File: src/rtl/rv_decode_stage_pkg.sv
// Shared types for the RV32I decode stage: op/format enums, opcodes, the queued
// entry layout, and the combinational decoder.
package rv_decode_stage_pkg;

    // Entries carry the widest supported XLEN; the top trims to its own XLEN.
    localparam int IMM_W = 64;

    localparam logic [6:0] OPC_LUI      = 7'b0110111;
    localparam logic [6:0] OPC_AUIPC    = 7'b0010111;
    localparam logic [6:0] OPC_JAL      = 7'b1101111;
    localparam logic [6:0] OPC_JALR     = 7'b1100111;
    localparam logic [6:0] OPC_BRANCH   = 7'b1100011;
    localparam logic [6:0] OPC_LOAD     = 7'b0000011;
    localparam logic [6:0] OPC_STORE    = 7'b0100011;
    localparam logic [6:0] OPC_OP_IMM   = 7'b0010011;
    localparam logic [6:0] OPC_OP       = 7'b0110011;
    localparam logic [6:0] OPC_MISC_MEM = 7'b0001111;
    localparam logic [6:0] OPC_SYSTEM   = 7'b1110011;

    localparam logic [6:0] F7_BASE = 7'b0000000;
    localparam logic [6:0] F7_ALT  = 7'b0100000;

    typedef enum logic [5:0] {
        OP_NOP, OP_UNKNOWN,
        OP_LUI, OP_AUIPC, OP_JAL, OP_JALR,
        OP_BEQ, OP_BNE, OP_BLT, OP_BGE, OP_BLTU, OP_BGEU,
        OP_LB, OP_LH, OP_LW, OP_LBU, OP_LHU,
        OP_SB, OP_SH, OP_SW,
        OP_ADDI, OP_SLTI, OP_SLTIU, OP_XORI, OP_ORI, OP_ANDI, OP_SLLI, OP_SRLI, OP_SRAI,
        OP_ADD, OP_SUB, OP_SLL, OP_SLT, OP_SLTU, OP_XOR, OP_SRL, OP_SRA, OP_OR, OP_AND,
        OP_FENCE, OP_ECALL, OP_EBREAK
    } t_risc_v_op;

    typedef enum logic [2:0] {FMT_R, FMT_I, FMT_S, FMT_B, FMT_U, FMT_J} t_imm_fmt;

    typedef struct packed {
        t_risc_v_op       op;
        logic [4:0]       rd;
        logic [4:0]       rs1;
        logic [4:0]       rs2;
        logic [IMM_W-1:0] imm;
        t_imm_fmt         fmt;
        logic [IMM_W-1:0] pc;
        logic             illegal;
    } t_dec_entry;

    function automatic t_dec_entry decode_rv32i(input logic [31:0] ins);
        t_dec_entry d;
        logic [2:0] f3;
        logic [6:0] f7;
        f3    = ins[14:12];
        f7    = ins[31:25];
        d     = '0;
        d.op  = OP_UNKNOWN;
        d.rd  = ins[11:7];
        d.rs1 = ins[19:15];
        d.rs2 = ins[24:20];
        case (ins[6:0])
            OPC_LUI:   begin d.op = OP_LUI;   d.fmt = FMT_U; end
            OPC_AUIPC: begin d.op = OP_AUIPC; d.fmt = FMT_U; end
            OPC_JAL:   begin d.op = OP_JAL;   d.fmt = FMT_J; end
            OPC_JALR:  begin d.fmt = FMT_I; if (f3 == 3'b000) d.op = OP_JALR; end
            OPC_BRANCH: begin
                d.fmt = FMT_B;
                case (f3)
                    3'b000: d.op = OP_BEQ;
                    3'b001: d.op = OP_BNE;
                    3'b100: d.op = OP_BLT;
                    3'b101: d.op = OP_BGE;
                    3'b110: d.op = OP_BLTU;
                    3'b111: d.op = OP_BGEU;
                    default: ;
                endcase
            end
            OPC_LOAD: begin
                d.fmt = FMT_I;
                case (f3)
                    3'b000: d.op = OP_LB;
                    3'b001: d.op = OP_LH;
                    3'b010: d.op = OP_LW;
                    3'b100: d.op = OP_LBU;
                    3'b101: d.op = OP_LHU;
                    default: ;
                endcase
            end
            OPC_STORE: begin
                d.fmt = FMT_S;
                case (f3)
                    3'b000: d.op = OP_SB;
                    3'b001: d.op = OP_SH;
                    3'b010: d.op = OP_SW;
                    default: ;
                endcase
            end
            OPC_OP_IMM: begin
                d.fmt = FMT_I;
                case (f3)
                    3'b000: d.op = OP_ADDI;
                    3'b010: d.op = OP_SLTI;
                    3'b011: d.op = OP_SLTIU;
                    3'b100: d.op = OP_XORI;
                    3'b110: d.op = OP_ORI;
                    3'b111: d.op = OP_ANDI;
                    3'b001: if (f7 == F7_BASE) d.op = OP_SLLI;
                    3'b101: begin
                        if (f7 == F7_BASE)     d.op = OP_SRLI;
                        else if (f7 == F7_ALT) d.op = OP_SRAI;
                    end
                    default: ;
                endcase
            end
            OPC_OP: begin
                d.fmt = FMT_R;
                if (f7 == F7_BASE) begin
                    case (f3)
                        3'b000: d.op = OP_ADD;
                        3'b001: d.op = OP_SLL;
                        3'b010: d.op = OP_SLT;
                        3'b011: d.op = OP_SLTU;
                        3'b100: d.op = OP_XOR;
                        3'b101: d.op = OP_SRL;
                        3'b110: d.op = OP_OR;
                        default: d.op = OP_AND;
                    endcase
                end else if (f7 == F7_ALT) begin
                    if (f3 == 3'b000)      d.op = OP_SUB;
                    else if (f3 == 3'b101) d.op = OP_SRA;
                end
            end
            OPC_MISC_MEM: begin d.fmt = FMT_I; if (f3 == 3'b000) d.op = OP_FENCE; end
            OPC_SYSTEM: begin
                d.fmt = FMT_I;
                if (ins == 32'h0000_0073)      d.op = OP_ECALL;
                else if (ins == 32'h0010_0073) d.op = OP_EBREAK;
            end
            default: ;
        endcase
        // Anything unrecognised collapses to an R-shaped entry with no immediate.
        if (d.op == OP_UNKNOWN) d.fmt = FMT_R;
        d.illegal = (d.op == OP_UNKNOWN);
        case (d.fmt)
            FMT_I: d.imm = {{52{ins[31]}}, ins[31:20]};
            FMT_S: d.imm = {{52{ins[31]}}, ins[31:25], ins[11:7]};
            FMT_B: d.imm = {{51{ins[31]}}, ins[31], ins[7], ins[30:25], ins[11:8], 1'b0};
            FMT_U: d.imm = {{32{ins[31]}}, ins[31:12], 12'b0};
            FMT_J: d.imm = {{43{ins[31]}}, ins[31], ins[19:12], ins[20], ins[30:21], 1'b0};
            default: d.imm = '0;
        endcase
        return d;
    endfunction

endpackage

File: src/rtl/rv_decode_stage_if.sv
// Fetch-side and execute-side signals of the decode stage, bundled for port use.
interface rv_decode_stage_if
    import rv_decode_stage_pkg::*;
#(
    parameter int XLEN  = 32,
    parameter int CNT_W = 16
);
    // Both sides use plain valid/ready: a beat transfers on any edge where valid
    // and ready are both high; valid never waits on ready, payload holds while
    // valid is high and ready is low.
    logic             flush_i;
    logic             in_valid_i;
    logic             in_ready_o;
    logic [31:0]      in_instr_i;
    logic [XLEN-1:0]  in_pc_i;
    logic             out_valid_o;
    logic             out_ready_i;
    t_risc_v_op       op_o;
    logic [4:0]       rd_o;
    logic [4:0]       rs1_o;
    logic [4:0]       rs2_o;
    logic [XLEN-1:0]  imm_o;
    t_imm_fmt         imm_fmt_o;
    logic [XLEN-1:0]  pc_o;
    logic             illegal_o;
    logic [CNT_W-1:0] illegal_cnt_o;

    modport master (
        output flush_i, in_valid_i, in_instr_i, in_pc_i, out_ready_i,
        input  in_ready_o, out_valid_o, op_o, rd_o, rs1_o, rs2_o, imm_o, imm_fmt_o,
               pc_o, illegal_o, illegal_cnt_o
    );

    modport slave (
        input  flush_i, in_valid_i, in_instr_i, in_pc_i, out_ready_i,
        output in_ready_o, out_valid_o, op_o, rd_o, rs1_o, rs2_o, imm_o, imm_fmt_o,
               pc_o, illegal_o, illegal_cnt_o
    );
endinterface

File: src/rtl/rv_decode_stage_fifo.sv
// Synchronous FIFO holding decoded entries; flush and reset both empty it.
module decode_fifo #(
    parameter int WIDTH = 8,
    parameter int DEPTH = 2,
    localparam int AW   = $clog2(DEPTH),
    localparam int CW   = $clog2(DEPTH + 1)
) (
    input  logic             clk_i,
    input  logic             rst_i,
    input  logic             flush_i,
    input  logic             push_i,
    input  logic             pop_i,
    input  logic [WIDTH-1:0] wdata_i,
    output logic [WIDTH-1:0] rdata_o,
    output logic [CW-1:0]    count_o
);
    logic [WIDTH-1:0] mem [DEPTH];
    logic [AW-1:0]    wr_ptr;
    logic [AW-1:0]    rd_ptr;

    // DEPTH is a power of two, so the pointers wrap by plain overflow.
    always_ff @(posedge clk_i) begin
        if (rst_i || flush_i) begin
            wr_ptr  <= '0;
            rd_ptr  <= '0;
            count_o <= '0;
        end else begin
            if (push_i) begin
                mem[wr_ptr] <= wdata_i;
                wr_ptr      <= wr_ptr + AW'(1);
            end
            if (pop_i) rd_ptr <= rd_ptr + AW'(1);
            case ({push_i, pop_i})
                2'b10:   count_o <= count_o + CW'(1);
                2'b01:   count_o <= count_o - CW'(1);
                default: ;
            endcase
        end
    end

    assign rdata_o = mem[rd_ptr];
endmodule

File: src/rtl/rv_decode_stage.sv
// RV32I decode stage: decodes each accepted fetch word and queues the result
// for execute, with backpressure, flush and an illegal-instruction counter.
module rv_decode_stage
    import rv_decode_stage_pkg::*;
#(
    parameter int XLEN       = 32,
    parameter int DEPTH      = 2,
    parameter int SWAP_BYTES = 1,
    parameter int CNT_W      = 16
) (
    input logic         clk_i,
    input logic         rst_i,
    rv_decode_stage_if.slave bus
);
    localparam int EW = $bits(t_dec_entry);
    localparam int CW = $clog2(DEPTH + 1);

    logic [31:0]      instr;
    t_dec_entry       dec;
    t_dec_entry       head;
    logic [EW-1:0]    fifo_rdata;
    logic [CW-1:0]    count;
    logic             out_valid;
    logic             in_ready;
    logic             push;
    logic             pop;
    logic [CNT_W-1:0] ill_cnt;

    assign instr = (SWAP_BYTES != 0)
        ? {bus.in_instr_i[7:0], bus.in_instr_i[15:8], bus.in_instr_i[23:16], bus.in_instr_i[31:24]}
        : bus.in_instr_i;

    always_comb begin
        dec    = decode_rv32i(instr);
        dec.pc = IMM_W'(bus.in_pc_i);
    end

    // A full queue still accepts when its head leaves in the same cycle.
    assign out_valid = (count != '0);
    assign pop       = out_valid && bus.out_ready_i;
    assign in_ready  = (count < CW'(DEPTH)) || pop;
    assign push      = bus.in_valid_i && in_ready && !bus.flush_i;

    decode_fifo #(.WIDTH(EW), .DEPTH(DEPTH)) u_fifo (
        .clk_i   (clk_i),
        .rst_i   (rst_i),
        .flush_i (bus.flush_i),
        .push_i  (push),
        .pop_i   (pop),
        .wdata_i (dec),
        .rdata_o (fifo_rdata),
        .count_o (count)
    );

    always_comb begin
        head = '0;
        if (out_valid) head = t_dec_entry'(fifo_rdata);
    end

    always_ff @(posedge clk_i) begin
        if (rst_i) begin
            ill_cnt <= '0;
        end else if (push && dec.illegal && (ill_cnt != '1)) begin
            ill_cnt <= ill_cnt + CNT_W'(1);
        end
    end

    assign bus.in_ready_o    = in_ready;
    assign bus.out_valid_o   = out_valid;
    assign bus.op_o          = head.op;
    assign bus.rd_o          = head.rd;
    assign bus.rs1_o         = head.rs1;
    assign bus.rs2_o         = head.rs2;
    assign bus.imm_o         = head.imm[XLEN-1:0];
    assign bus.imm_fmt_o     = head.fmt;
    assign bus.pc_o          = head.pc[XLEN-1:0];
    assign bus.illegal_o     = head.illegal;
    assign bus.illegal_cnt_o = ill_cnt;
endmodule

File: src/flat_wrapper.sv
// flat-port wrapper written by rule: the top's interface ports become plain ports
module rv_decode_stage_flat import rv_decode_stage_pkg::*;
#(
    parameter int XLEN       = 32,
    parameter int DEPTH      = 2,
    parameter int SWAP_BYTES = 1,
    parameter int CNT_W      = 16
)
  (clk_i, rst_i, bus_flush_i, bus_in_valid_i, bus_in_instr_i, bus_in_pc_i, bus_out_ready_i, bus_in_ready_o, bus_out_valid_o, bus_op_o, bus_rd_o, bus_rs1_o, bus_rs2_o, bus_imm_o, bus_imm_fmt_o, bus_pc_o, bus_illegal_o, bus_illegal_cnt_o);
  rv_decode_stage_if #(.XLEN(XLEN), .CNT_W(CNT_W)) bus_i ();
  input logic clk_i;
  input logic rst_i;
  input wire logic [$bits(bus_i.flush_i)-1:0] bus_flush_i;
  input wire logic [$bits(bus_i.in_valid_i)-1:0] bus_in_valid_i;
  input wire logic [$bits(bus_i.in_instr_i)-1:0] bus_in_instr_i;
  input wire logic [$bits(bus_i.in_pc_i)-1:0] bus_in_pc_i;
  input wire logic [$bits(bus_i.out_ready_i)-1:0] bus_out_ready_i;
  output wire logic [$bits(bus_i.in_ready_o)-1:0] bus_in_ready_o;
  output wire logic [$bits(bus_i.out_valid_o)-1:0] bus_out_valid_o;
  output wire logic [$bits(bus_i.op_o)-1:0] bus_op_o;
  output wire logic [$bits(bus_i.rd_o)-1:0] bus_rd_o;
  output wire logic [$bits(bus_i.rs1_o)-1:0] bus_rs1_o;
  output wire logic [$bits(bus_i.rs2_o)-1:0] bus_rs2_o;
  output wire logic [$bits(bus_i.imm_o)-1:0] bus_imm_o;
  output wire logic [$bits(bus_i.imm_fmt_o)-1:0] bus_imm_fmt_o;
  output wire logic [$bits(bus_i.pc_o)-1:0] bus_pc_o;
  output wire logic [$bits(bus_i.illegal_o)-1:0] bus_illegal_o;
  output wire logic [$bits(bus_i.illegal_cnt_o)-1:0] bus_illegal_cnt_o;
  assign bus_i.flush_i = bus_flush_i;
  assign bus_i.in_valid_i = bus_in_valid_i;
  assign bus_i.in_instr_i = bus_in_instr_i;
  assign bus_i.in_pc_i = bus_in_pc_i;
  assign bus_i.out_ready_i = bus_out_ready_i;
  assign bus_in_ready_o = bus_i.in_ready_o;
  assign bus_out_valid_o = bus_i.out_valid_o;
  assign bus_op_o = bus_i.op_o;
  assign bus_rd_o = bus_i.rd_o;
  assign bus_rs1_o = bus_i.rs1_o;
  assign bus_rs2_o = bus_i.rs2_o;
  assign bus_imm_o = bus_i.imm_o;
  assign bus_imm_fmt_o = bus_i.imm_fmt_o;
  assign bus_pc_o = bus_i.pc_o;
  assign bus_illegal_o = bus_i.illegal_o;
  assign bus_illegal_cnt_o = bus_i.illegal_cnt_o;
  rv_decode_stage #(.XLEN(XLEN), .DEPTH(DEPTH), .SWAP_BYTES(SWAP_BYTES), .CNT_W(CNT_W)) u_core (.clk_i(clk_i), .rst_i(rst_i), .bus(bus_i));
endmodule
File: config.mk
export PLATFORM = sky130hd
export DESIGN_NAME = rv_decode_stage_flat
export DESIGN_NICKNAME = d
export VERILOG_FILES = /design/src/rtl/rv_decode_stage_pkg.sv /design/src/rtl/rv_decode_stage_if.sv /design/src/rtl/rv_decode_stage_fifo.sv /design/src/rtl/rv_decode_stage.sv /design/src/flat_wrapper.sv
export SDC_FILE = /design/constraint.sdc
export NUM_CORES = 1
export LEC_CHECK = 0
export ABC_AREA = 1
export CAP_MARGIN = 15
export CORE_ASPECT_RATIO = 0.75
export CORE_MARGIN = 8
export CORE_UTILIZATION = 50
export CTS_CLUSTER_DIAMETER = 120
export DETAILED_ROUTE_END_ITERATION = 10
export GPL_TIMING_DRIVEN = 0
export PLACE_DENSITY = 0.78
export SLEW_MARGIN = 20
export SYNTH_ARGS = -nofsm -noshare
export SYNTH_HDL_FRONTEND = slang
export SYNTH_SLANG_ARGS = --single-unit
export TNS_END_PERCENT = 30
File: constraint.sdc
create_clock -name clk_i -period 10.1 [get_ports clk_i]
set_input_delay 2.02 -clock clk_i [delete_from_list [all_inputs] [get_ports clk_i]]
set_output_delay 2.02 -clock clk_i [all_outputs]
set_load 0.01 [all_outputs]
==> flow_results.org, run 1 <==
** Final layout
- At the end of the flow the core is filled with cells to 66.9%.
- Cells with a size suffix above 1 make up 8.51% of the layout.
- Post-layout net count :: 1210
- Final non-filler cell area :: 11800 um2
- 0 antenna diodes ended up in the layout.
- Relative area change from synthesis to final layout :: 31.1%
- # fillers :: 1428

** Logic synthesis
- Top cells by instance count after synthesis :: nand2_1 (315), edfxtp_1 (178), a21oi_1 (112)
- Largest area contributor in the synthesized netlist :: edfxtp_1
- Share of the yosys chip area belonging to registers :: 64.0%
- A synthesized cell averages 9.74 um2.
- Number of enable flip-flop cells after synthesis :: 178
- The synthesized design devotes to its leading area cell type 59.3% of total area.
- Ranked by total cell area, the synthesized netlist is headed by edfxtp_1 (59%), nand2_1 (13%), a21oi_1 (6.2%).
- Among all cell types in the netlist, the one instantiated most often is nand2_1.
- When the netlist entered floorplanning its net count stood at 997.
- Most instantiated flip-flop cell in the synthesis netlist :: edfxtp_1
- Yosys reg bits :: 199
- After synthesis, the netlist uses 31 different library cells.
- The Yosys step of the flow raised 0 warnings.
- Proportion of synthesized flip-flops having asynchronous set or reset :: 0%
- Synthesis produced a netlist whose cell count is 926.
- After synthesis the cells add up to 9010 um2.

** Clocking
- Clock-pin slew was measured on the worst setup and hold paths at 0.07 ns.
- TritonCTS built the clock tree.
- The clock passes through at most 2 buffers.
- Number of hold-repair buffers added at the cts stage :: 0
- The tree is rooted in a clkbuf_16.
- Count of cells resized by post-cts repair :: 0
- H-tree depth :: 4
- Clock network latency to the later pin of the worst-skew pair :: 0.43 ns
- Setup Buffers After CTS :: 0
- Sinks on Clock Net :: 199
- In this run, CTS created clock tree buffers numbering 17.

** STA
- Clk_skew :: 0.00755 ns
- Slew margin rel. :: 29.3%
- WHS :: 0.493 ns
- Setup repair after global routing left no endpoint under its margin.
- Min Clock Period, post-route :: 5.30 ns
- Achievable Freq :: 189 MHz
- Setup violations remaining at the end of the flow were counted as 0.
- The worst path uses 52.5% of the clock period.
- Total Negative Setup Slacks :: 0 ns
- For the pin with the worst max-slew slack, the measured transition is 1.06 ns.
- The final count of pins violating max slew was 0.
- The number of hold violations in the final report was 0.

** Detailed routing
- Total vias in the final route :: 7287
- Vias/cell :: 5.23
- After detailed routing, the number of remaining DRC violations is 0.
- In this run, the number of DRC markers left after iteration 0 of detailed routing was 752.
- The pre-antenna-repair detailed-routing pass consisted of 5 iterations.
- In this run the remaining antenna-violating nets after routing total 0.
- Total wire length :: 24300 um
- Dividing the detail-routed wire length by the instance count gives 17.4 um.

** Power
- PnR Total Power :: 1.71 mW
- For this design the ratio of total power to cell area is 145 nW/um2.
- Static Leak :: 4.48 nW
- Maximum vdd ir drop :: 0.105 mV

** Floorplan
- Floorplan die area :: 22600 um2
- 176 I/O pins were placed.
- Width of the die :: 171 um
- Once the floorplan was initialized, standard cells occupied 51.1% of the core.
- Placement Rows :: 42
- Floorplan die height :: 132 um
- The core region is 17700 um2.

** Worst setup path
- Along the worst path, the maximum fanout reaches 10.
- Worst R2R Path Depth :: 12
- STA puts the critical path data arrival time at 3.28 ns.
- Class of the most critical setup path :: reg2out
- STA classifies the critical path endpoint as a primary output.
- Element type at the critical path start :: flip-flop
- The startpoint identified for the worst register-to-register timing path is u_core.u_fifo.count_o[0].
- Required time reported for the critical path endpoint :: 8.08 ns
- Across all register-to-register paths, the minimum setup slack is 7.31 ns.
- In this run the critical register-to-register path is captured at u_core.u_fifo.count_o[1].
- End point of the critical path :: bus_rd_o[0]

** Placed design
- HPWL after detailed placement :: 18000 um
- Routability-driven placement finished with a final weighted congestion of 0.923.
- Input and output buffers added on the ports amount to 175.
- The placed instances occupy a cell area of 11200 um2.

** Run
- Max-Cap Viols :: 0

** Global routing
- Overflow left after global routing :: 0
- Entering global routing, the biggest net connects 20 pins.
- The initial antenna violation count is 0.
- The via count of the first global-routing pass is 7128.
- The first global-routing pass estimated 37800 um of wire.
- Global routing used 21.4% of the available tracks across all layers.

** Run status
- The run finished with clean final reports.

** Hold path
- The worst hold path begins at u_core.u_fifo.rd_ptr.
- Hold crit path type :: reg2reg
-- where the power goes --
part / switching (mW) / total (mW) / internal, mW
Combinational: 0.0750 / 0.133 / 0.0582
Clock: 0.319 / 0.672 / 0.353
Sequential: 0.00362 / 0.908 / 0.904
-- placed cells by master, fill, tap and decap left out, types with 2 or more instances in the layout --
cell / Yosys / routed
a21oi_1: 112 / 112
buf_4: 1 / 19
o21ai_2: 11 / 11
nor3_2: 0 / 2
nor2_1: 67 / 67
inv_6: 0 / 3
dfxtp_1: 21 / 21
ha_1: 2 / 2
nand2_1: 315 / 315
clkbuf_16: 0 / 17
nand3_1: 26 / 26
nand4_1: 18 / 18
clkbuf_1: 31 / 32
clkdlybuf4s50_1: 0 / 175
clkinv_1: 1 / 2
xnor2_1: 3 / 3
nand3_2: 3 / 3
edfxtp_1: 178 / 178
nor3_1: 10 / 8
nor2_2: 5 / 5
buf_1: 2 / 2
inv_1: 61 / 61
inv_2: 14 / 14
o21ai_0: 13 / 13
nand2_2: 7 / 7
xor2_1: 12 / 12
nand3b_1: 2 / 2
inv_8: 0 / 3
clkinv_8: 0 / 2
buf_6: 3 / 4
nor2_4: 2 / 2
clkinv_4: 0 / 4
-- worst min path at each step --
stage | endpoint | cells past startpoint
3_5_place_dp | flip-flop | 1
5_1_grt | u_core.u_fifo.rd_ptr | 1
4_1_cts | u_core.u_fifo.rd_ptr | 1
2_1_floorplan | flip-flop | 1
3_3_place_gp | u_core.u_fifo.rd_ptr | 1
6_report | u_core.u_fifo.rd_ptr | 1
-- flip-flops by register name (all words and copies together) (netlist names), named ones only --
name	flops
u_core.bus.illegal_cnt_o	16
u_core.u_fifo.rd_ptr	1
u_core.u_fifo.mem	178
u_core.u_fifo.count_o	2
u_core.u_fifo.wr_ptr	1
-- logic make-up (layout without fill, tap and decap cells) --
group	Yosys count	after routing	share of synthesized area (%)
AOI/OAI and AO/OA	137	137	8.09
and+or+nand+nor	460	460	21.2
xor gates and xnor gates	15	15	1.46
DFF	199	199	64.0
buffers and inverters	113	339	5.00
adders and majority gates	2	2	0.278
-- per-stage QoR --
stage,setup slack [ns],cells
after floorplan,1.11,926
after global placement,-2.81,1343
after detailed placement,4.89,1362
after CTS,4.75,1394
after global routing,4.61,1394
final,4.80,1394
-- critical path, stage by stage (launching register included) --
cell	delay, ns
dfxtp_1	0.32
clkbuf_1	0.50
clkbuf_1	0.43
clkbuf_1	0.50
nand2_1	0.10
a21oi_1	0.37
clkdlybuf4s50_1	0.62
-- routing by layer --
metal | vias to the layer above | routed length, um | global-route usage [%] | share of wire, %
met5 | - | 0 | 0 | 0
met4 | 0 | 165 | 5.01 | 0.68
met3 | 15 | 2050 | 5.51 | 8.4
met2 | 287 | 11500 | 34.3 | 47
met1 | 3449 | 10600 | 28.5 | 44
li1 | 3536 | - | - | -
-- area by class of cell --
type / count / area, um2 / share of cell area [%]
Sequential cell: 199 / 5770 / 48.8
Clock inverter: 14 / 161 / 1.37
Clock buffer: 18 / 429 / 3.63
Inverter: 76 / 285 / 2.41
Tap cell: 242 / 303 / 2.56
Multi-Input combinational cell: 614 / 2810 / 23.8
Timing Repair Buffer: 194 / 1900 / 16.1
Buffer: 37 / 165 / 1.40
Power figures use the tool's default switching activity.
==> run 2: changes to the inputs <==
clock period = 5.3 ns   (was 10.1 ns; I/O delays follow)
==> flow_results.org, run 2 (synthesis gave the netlist of run 1 again) <==
** Final layout
- Leaving out fill and tap cells, the most frequent cell in the layout is nand2_1.
- Relative area change from synthesis to final layout :: 31.8%
- The layout has 1402 filler cells.
- The top cell types in the final layout, fill and taps aside, are nand2_1 (315), edfxtp_1 (178), clkdlybuf4s50_1 (175), a21oi_1 (112), nor2_1 (67).
- Antenna diodes :: 0
- Post-layout net count :: 1203
- The register with the most flip-flops in the layout has 178 of them.
- At the end of the flow the core is filled with cells to 67.3%.
- Share of final-layout standard cells stronger than drive strength 1 :: 8.12%
- Register containing the most flip-flops in the final layout :: u_core.u_fifo.mem

** Floorplan
- The core region is 17700 um2.
- Floorplan die area :: 22600 um2
- Placement Rows :: 42
- Initial standard-cell utilization of the core :: 51.1%
- I/O pin count :: 176
- The die is 132 um tall.
- In this run the horizontal extent of the chip is 171 um.

** STA
- The number of hold violations in the final report is 0.
- Hold timing on the final database bottoms out at a slack of 0.458 ns.
- For the finished layout, the period the worst path requires is 4.22 ns.
- The worst pin sits at a relative slew slack of 27.8%.
- At the pin with the least slew margin, the transition time is 1.08 ns.
- The final count of pins violating max slew is 0.
- Setup violations remaining at the end of the flow were counted as 0.
- Setup repair after global routing left no endpoint under its margin.
- The worst path uses 79.6% of the clock period.
- On the final layout, the worst clock skew is 0.00713 ns.
- Achievable Freq :: 237 MHz

** Detailed routing
- For this run, design rule violations remaining after detail routing come to 0.
- Post-DR wirelength/cell :: 17.1 um
- Vias/cell :: 5.21
- Number of nets with antenna violations after detailed routing :: 0
- Drt initial violations :: 712
- Total vias in the final route :: 7228
- Total wire length :: 23700 um
- Drt first pass iters :: 5

** Clocking
- Clock-pin slew was measured on the worst setup and hold paths at 0.07 ns.
- Count of cells resized by post-cts repair :: 0
- After clock tree synthesis, the flow added hold-fix buffers numbering 0.
- Buffers inserted during clock tree synthesis total 17.
- Number of buffers between clock root and the deepest sink :: 2
- H-tree depth :: 4
- Clock latency on the worst-skew pair, taken at its later pin, is 0.43 ns.
- TritonCTS clock tree :: yes
- Sinks on Clock Net :: 199
- Buffers added to address setup during post-CTS repair amount to 0.
- Root buf cell :: clkbuf_16

** Global routing
- In the global route stage, met2 resource usage came out at 32.8%.
- Vias in the first global route :: 6823
- Total Routing Usage GR :: 20.9%
- First-pass GRT wire length :: 36700 um
- In the global route stage, met1 resource usage came out at 28.1%.
- The total overflow left after global routing is 0.
- GR met3 Demand/Resource :: 5.60%
- Number of antenna violations at the first check in global routing :: 0
- Maximum number of pins on one net before global-route repair :: 21
- The layer flagged by global routing as most heavily used is met2.

** Run status
- Result of the run :: finished clean

** Power
- Power density normalized to cell area :: 273 nW/um2
- Per report_power, the clock group accounts for 38.7% of the total.
- Switching power share of the total :: 23.9%
- IR analysis of the VDD net gives a maximum drop of 0.187 mV.
- Summed over all cells, the static leakage comes to 4.48 nW.
- Of the total power, registers draw 53.4%.
- Of the total power, combinational logic draws 7.9%.
- The analysis attributes to net switching a power of 774 uW.
- Internal power :: 2.47 mW

** Worst setup path
- For the worst setup path, the data required time is 4.24 ns.
- Reg-to-reg slack, setup :: 2.44 ns
- Kind of capture point of the worst setup path :: primary output
- Ordered cell list for the critical path :: nor2_1 -> clkbuf_1 -> buf_1 -> a21oi_1 -> clkdlybuf4s50_1
- Worst path buffer plus inverter count :: 3
- Reg2reg start :: u_core.u_fifo.count_o[1]
- CP max stage delay :: 0.83 ns
- Depth of the critical timing path with buffers and inverters included :: 5
- STA puts the critical path data arrival time at 3.16 ns.
- Class of the most critical setup path :: reg2out
- STA classifies the critical path startpoint as a flip-flop.
- Along the worst path, the maximum fanout reaches 10.
- Critical Path Source :: u_core.u_fifo.count_o[1]
- The worst register-to-register path has a depth of 12.
- The cell family contributing the most delay on the critical path is buffers and inverters.
- The slowest stage of the critical path belongs to the cell nor2_1.
- End point of the critical path :: bus_op_o[0]
- Endpoint of the lowest-slack register-to-register path :: u_core.u_fifo.count_o[1]

** Run
- Max-Cap Viols :: 0

** Placed design
- Detailed placement finished with a half-perimeter wire length of 17800 um.
- The congestion estimate from routability-driven global placement came to 0.890.
- Number of buffers inserted by port buffering :: 175

** Hold path
- Hold crit path type :: reg2reg
-- run 2: cell count changes in the layout (fill, tap and decap cells not counted), moves of 2 or more --
cell	delta
clkinv_4	-2
buf_4	-18
buf_16	+2
nor3_2	-2
buf_8	+10
nor3_4	+2
clkinv_2	+2
-- run 2: per-layer routing --
metal / vias up / wire length (um) / share of wire (%)
met5: - / 0 / 0
met4: 0 / 297 / 1.3
met3: 17 / 2090 / 8.8
met2: 291 / 10700 / 45
met1: 3396 / 10700 / 45
li1: 3524 / - / -
-- run 2: final cells by class --
cell class / instances / area [um2] / area share [%]
tap: 242 / 303 / 2.55
clock inverter: 15 / 155 / 1.31
timing repair buffer: 187 / 1960 / 16.5
inverter: 76 / 285 / 2.40
multi-input combinational: 614 / 2820 / 23.8
clock buffer: 17 / 425 / 3.58
buffer: 37 / 165 / 1.39
sequential: 199 / 5770 / 48.5
-- run 2: power by group through the flow --
stage | clock [mW] | combinational [mW] | sequential (mW)
detailed placement | 0 | 0.256 | 1.77
finish | 1.25 | 0.256 | 1.73
floorplan | 0 | 0.106 | 1.77
global placement | 0 | 0.243 | 1.77
CTS | 1.28 | 0.258 | 1.73
global route | 1.34 | 0.279 | 1.73
-- run 2: worst min path at each step --
stage / start / endpoint / cells after the start
6_report: u_core.u_fifo.rd_ptr / u_core.u_fifo.rd_ptr / 1
3_3_place_gp: u_core.u_fifo.rd_ptr / u_core.u_fifo.rd_ptr / 1
3_5_place_dp: u_core.u_fifo.rd_ptr / u_core.u_fifo.rd_ptr / 1
5_1_grt: u_core.u_fifo.rd_ptr / u_core.u_fifo.rd_ptr / 1
2_1_floorplan: u_core.u_fifo.rd_ptr / flip-flop / 1
4_1_cts: u_core.u_fifo.rd_ptr / u_core.u_fifo.rd_ptr / 1
-- run 2: stage by stage --
stage | std cells | setup TNS, ns | power (mW) | setup WS, ns | instance area (um2)
finish | 1387 | 0 | 3.24 | 1.08 | 11900
global route | 1387 | 0 | 3.35 | 0.862 | 11900
CTS | 1387 | 0 | 3.27 | 1.02 | 11900
detailed placement | 1355 | 0 | 2.02 | 1.44 | 11300
global placement | 1343 | -441.40 | 2.01 | -2.50 | 11100
floorplan | 926 | -3.63 | 1.87 | -0.0204 | 9020
==> run 3: changes to the inputs <==
clock period = 3.9 ns   (was 5.3 ns; I/O delays follow)
==> flow_results.org, run 3 (synthesis gave the netlist of run 1 again) <==
** Run status
- The run finished with clean final reports.

** Detailed routing
- Drt first pass iters :: 5
- Number of nets with antenna violations after detailed routing :: 0
- The routed layout has 7274 vias.
- After detailed routing, the number of remaining DRC violations is 0.
- Drt initial violations :: 680
- Post-DR wirelength/cell :: 17.2 um
- Dividing the detail-routed via count by the number of cells gives 5.24.
- The final layout contains routed wiring with a total length of 23800 um.

** Worst setup path
- On the worst path, the slowest cell contributes a delay of 0.56 ns.
- Measured in cells, the most critical reg-to-reg path has a length of 12.
- The worst setup path is of the reg2out kind.
- The endpoint identified for the worst register-to-register timing path is u_core.u_fifo.count_o[1].
- Along the worst path, the maximum fanout reaches 10.
- For the worst setup path, the data required time is 3.12 ns.
- Across all register-to-register paths, the minimum setup slack is 1.35 ns.
- Element type at the critical path start :: flip-flop
- Kind of capture point of the worst setup path :: primary output
- Data arrives at the worst endpoint at 2.87 ns.
- The worst register-to-register path begins at u_core.u_fifo.count_o[1].
- The critical path goes through nor2_2 -> clkbuf_1 -> buf_1 -> a21oi_1 -> clkdlybuf4s50_1.
- The largest individual stage delay along the critical path comes from the cell nor2_2.

** Final layout
- Cells fill 67.3% of the core in the end.
- After routing the design area is 11900 um2.
- Leaving out fill and tap cells, the most frequent cell in the layout is nand2_1.
- Of the cells placed in the final design, the portion with a size suffix greater than 1 is 8.38%.
- After the flow finishes, the layout carries non-filler instances totaling 1387.
- Top library cells by usage in the layout, fill and taps aside :: nand2_1 (315), edfxtp_1 (178), clkdlybuf4s50_1 (175), a21oi_1 (112), nor2_1 (66)
- Antenna diodes :: 0
- The net count of the finished layout is 1203.
- Register containing the most flip-flops in the final layout :: u_core.u_fifo.mem
- The register with the most flip-flops in the layout has 178 of them.
- Fill cells in the final layout number 1400.
- Relative area change from synthesis to final layout :: 31.8%

** Hold path
- Destination of the worst hold path :: u_core.u_fifo.rd_ptr
- Counting instances, the worst hold path has a depth of 1.
- Startpoint of the worst hold path :: u_core.u_fifo.rd_ptr
- Hold crit path type :: reg2reg

** Floorplan
- In this run the standard cell core region covers 17700 um2.
- Placement Rows :: 42
- Floorplan die height :: 132 um
- 176 I/O pins were placed.
- Once the floorplan was initialized, standard cells occupied 51.1% of the core.
- The die covers 22600 um2.
- Width of the die :: 171 um

** STA
- Min Clock Period, post-route :: 3.65 ns
- The number of hold violations in the final report came to 0.
- WHS :: 0.458 ns
- Dividing the final minimum period by the clock period gives 93.7%.
- Across all setup checks in the final design, the least slack found is 0.247 ns.
- Clk_skew :: 0.00593 ns
- Setup violations remaining at the end of the flow were counted as 0.
- At the pin with the least slew margin, the transition time is 0.693 ns.
- In this run the tightest slew margin relative to its limit is 53.8%.
- The final count of pins violating max slew was 0.
- Achievable Freq :: 274 MHz
- Setup repair after global routing missed its margin :: false
- Total Negative Setup Slacks :: 0 ns

** Global routing
- Entering global routing, the biggest net connects 21 pins.
- The via count of the first global-routing pass came to 6828.
- Global routing used 20.9% of the available tracks.
- Number of antenna violations at the first check in global routing :: 0
- Overflow left after global routing :: 0
- The first global-routing pass estimated 36800 um of wire.

** Clocking
- CTS saw 199 sinks.
- Root buf cell :: clkbuf_16
- After clock tree synthesis, the clock-pin slew on the worst setup and hold paths is 0.07 ns.
- H-tree depth :: 4
- TritonCTS built the clock tree.
- Number of buffers between clock root and the deepest sink :: 2
- The later pin in the worst-skew pair is clocked with a latency of 0.43 ns.
- Counting the buffers created by CTS gives 17.

** Power
- Maximum vdd ir drop :: 0.253 mV
- The analysis attributes to cell leakage a power of 4.49 nW.
- Power density normalized to cell area :: 370 nW/um2
- PnR Total Power :: 4.40 mW

** Placed design
- OpenSTA, run right after detailed placement, puts the worst setup slack at 0.317 ns.
- RD Place Congestion :: 0.890
- After detailed placement, the design holds a cell count of 1355.
- Detailed placement finished with a half-perimeter wire length of 17800 um.
- The placed instances occupy a cell area of 11300 um2.
- Number of buffers inserted by port buffering :: 175

** Run
- Across the run, the number of max-cap violations was 0.
-- run 3: cell counts in the layout (fill, tap and decap cells not counted) --
No cell type changed its count.
-- run 3: power by group --
group,switching (mW),internal [mW]
clock network,0.847,0.855
registers,0.00942,2.34
logic,0.195,0.154
-- run 3: repair_timing --
item,4_1_cts,5_1_grt
setup endpoints to repair,10,0
hold buffers,0,0
resized for setup,3,0
setup buffers,0,0
endpoints found under the hold margin,0,0
-- run 3: cell type report --
type | instances | area (um2) | share of cell area [%]
Timing Repair Buffer | 187 | 1960 | 16.5
Clock inverter | 15 | 155 | 1.31
Inverter | 76 | 285 | 2.40
Multi-Input combinational cell | 614 | 2820 | 23.8
Tap cell | 242 | 303 | 2.55
Buffer | 37 | 168 | 1.41
Clock buffer | 17 | 425 | 3.58
Sequential cell | 199 | 5770 | 48.5
-- run 3: how the worst max path moves through the flow --
stage	end	slack (ns)	from	cells past startpoint
floorplan	u_core.u_fifo.mem[0][0]	-1.14	bus_out_ready_i	4
global placement	u_core.u_fifo.mem[1][63]	-3.62	rst_i	4
detailed placement	u_core.u_fifo.mem[0][57]	0.32	bus_in_instr_i[21]	14
CTS	bus_rd_o[3]	0.15	flip-flop	7
global route	bus_rd_o[4]	0.05	u_core.u_fifo.count_o[1]	5
finish	bus_rd_o[3]	0.25	u_core.u_fifo.count_o[1]	5
-- run 3: per-layer routing --
layer | track usage [%] | vias to the layer above | share of wire (%)
met5 | 0 | - | 0
met4 | 5.69 | 0 | 1.3
met3 | 5.60 | 17 | 9.0
met2 | 32.7 | 313 | 45
met1 | 28.1 | 3419 | 45
li1 | - | 3525 | -
-- run 3: worst max-delay path: cells and delay by family (launching register included) --
kind	cells	cell delay, ns
flip-flops	1	0.34
buffers and inverters	3	1.40
AO/OA/AOI/OAI	1	0.13
AND/OR/NAND/NOR	1	0.56
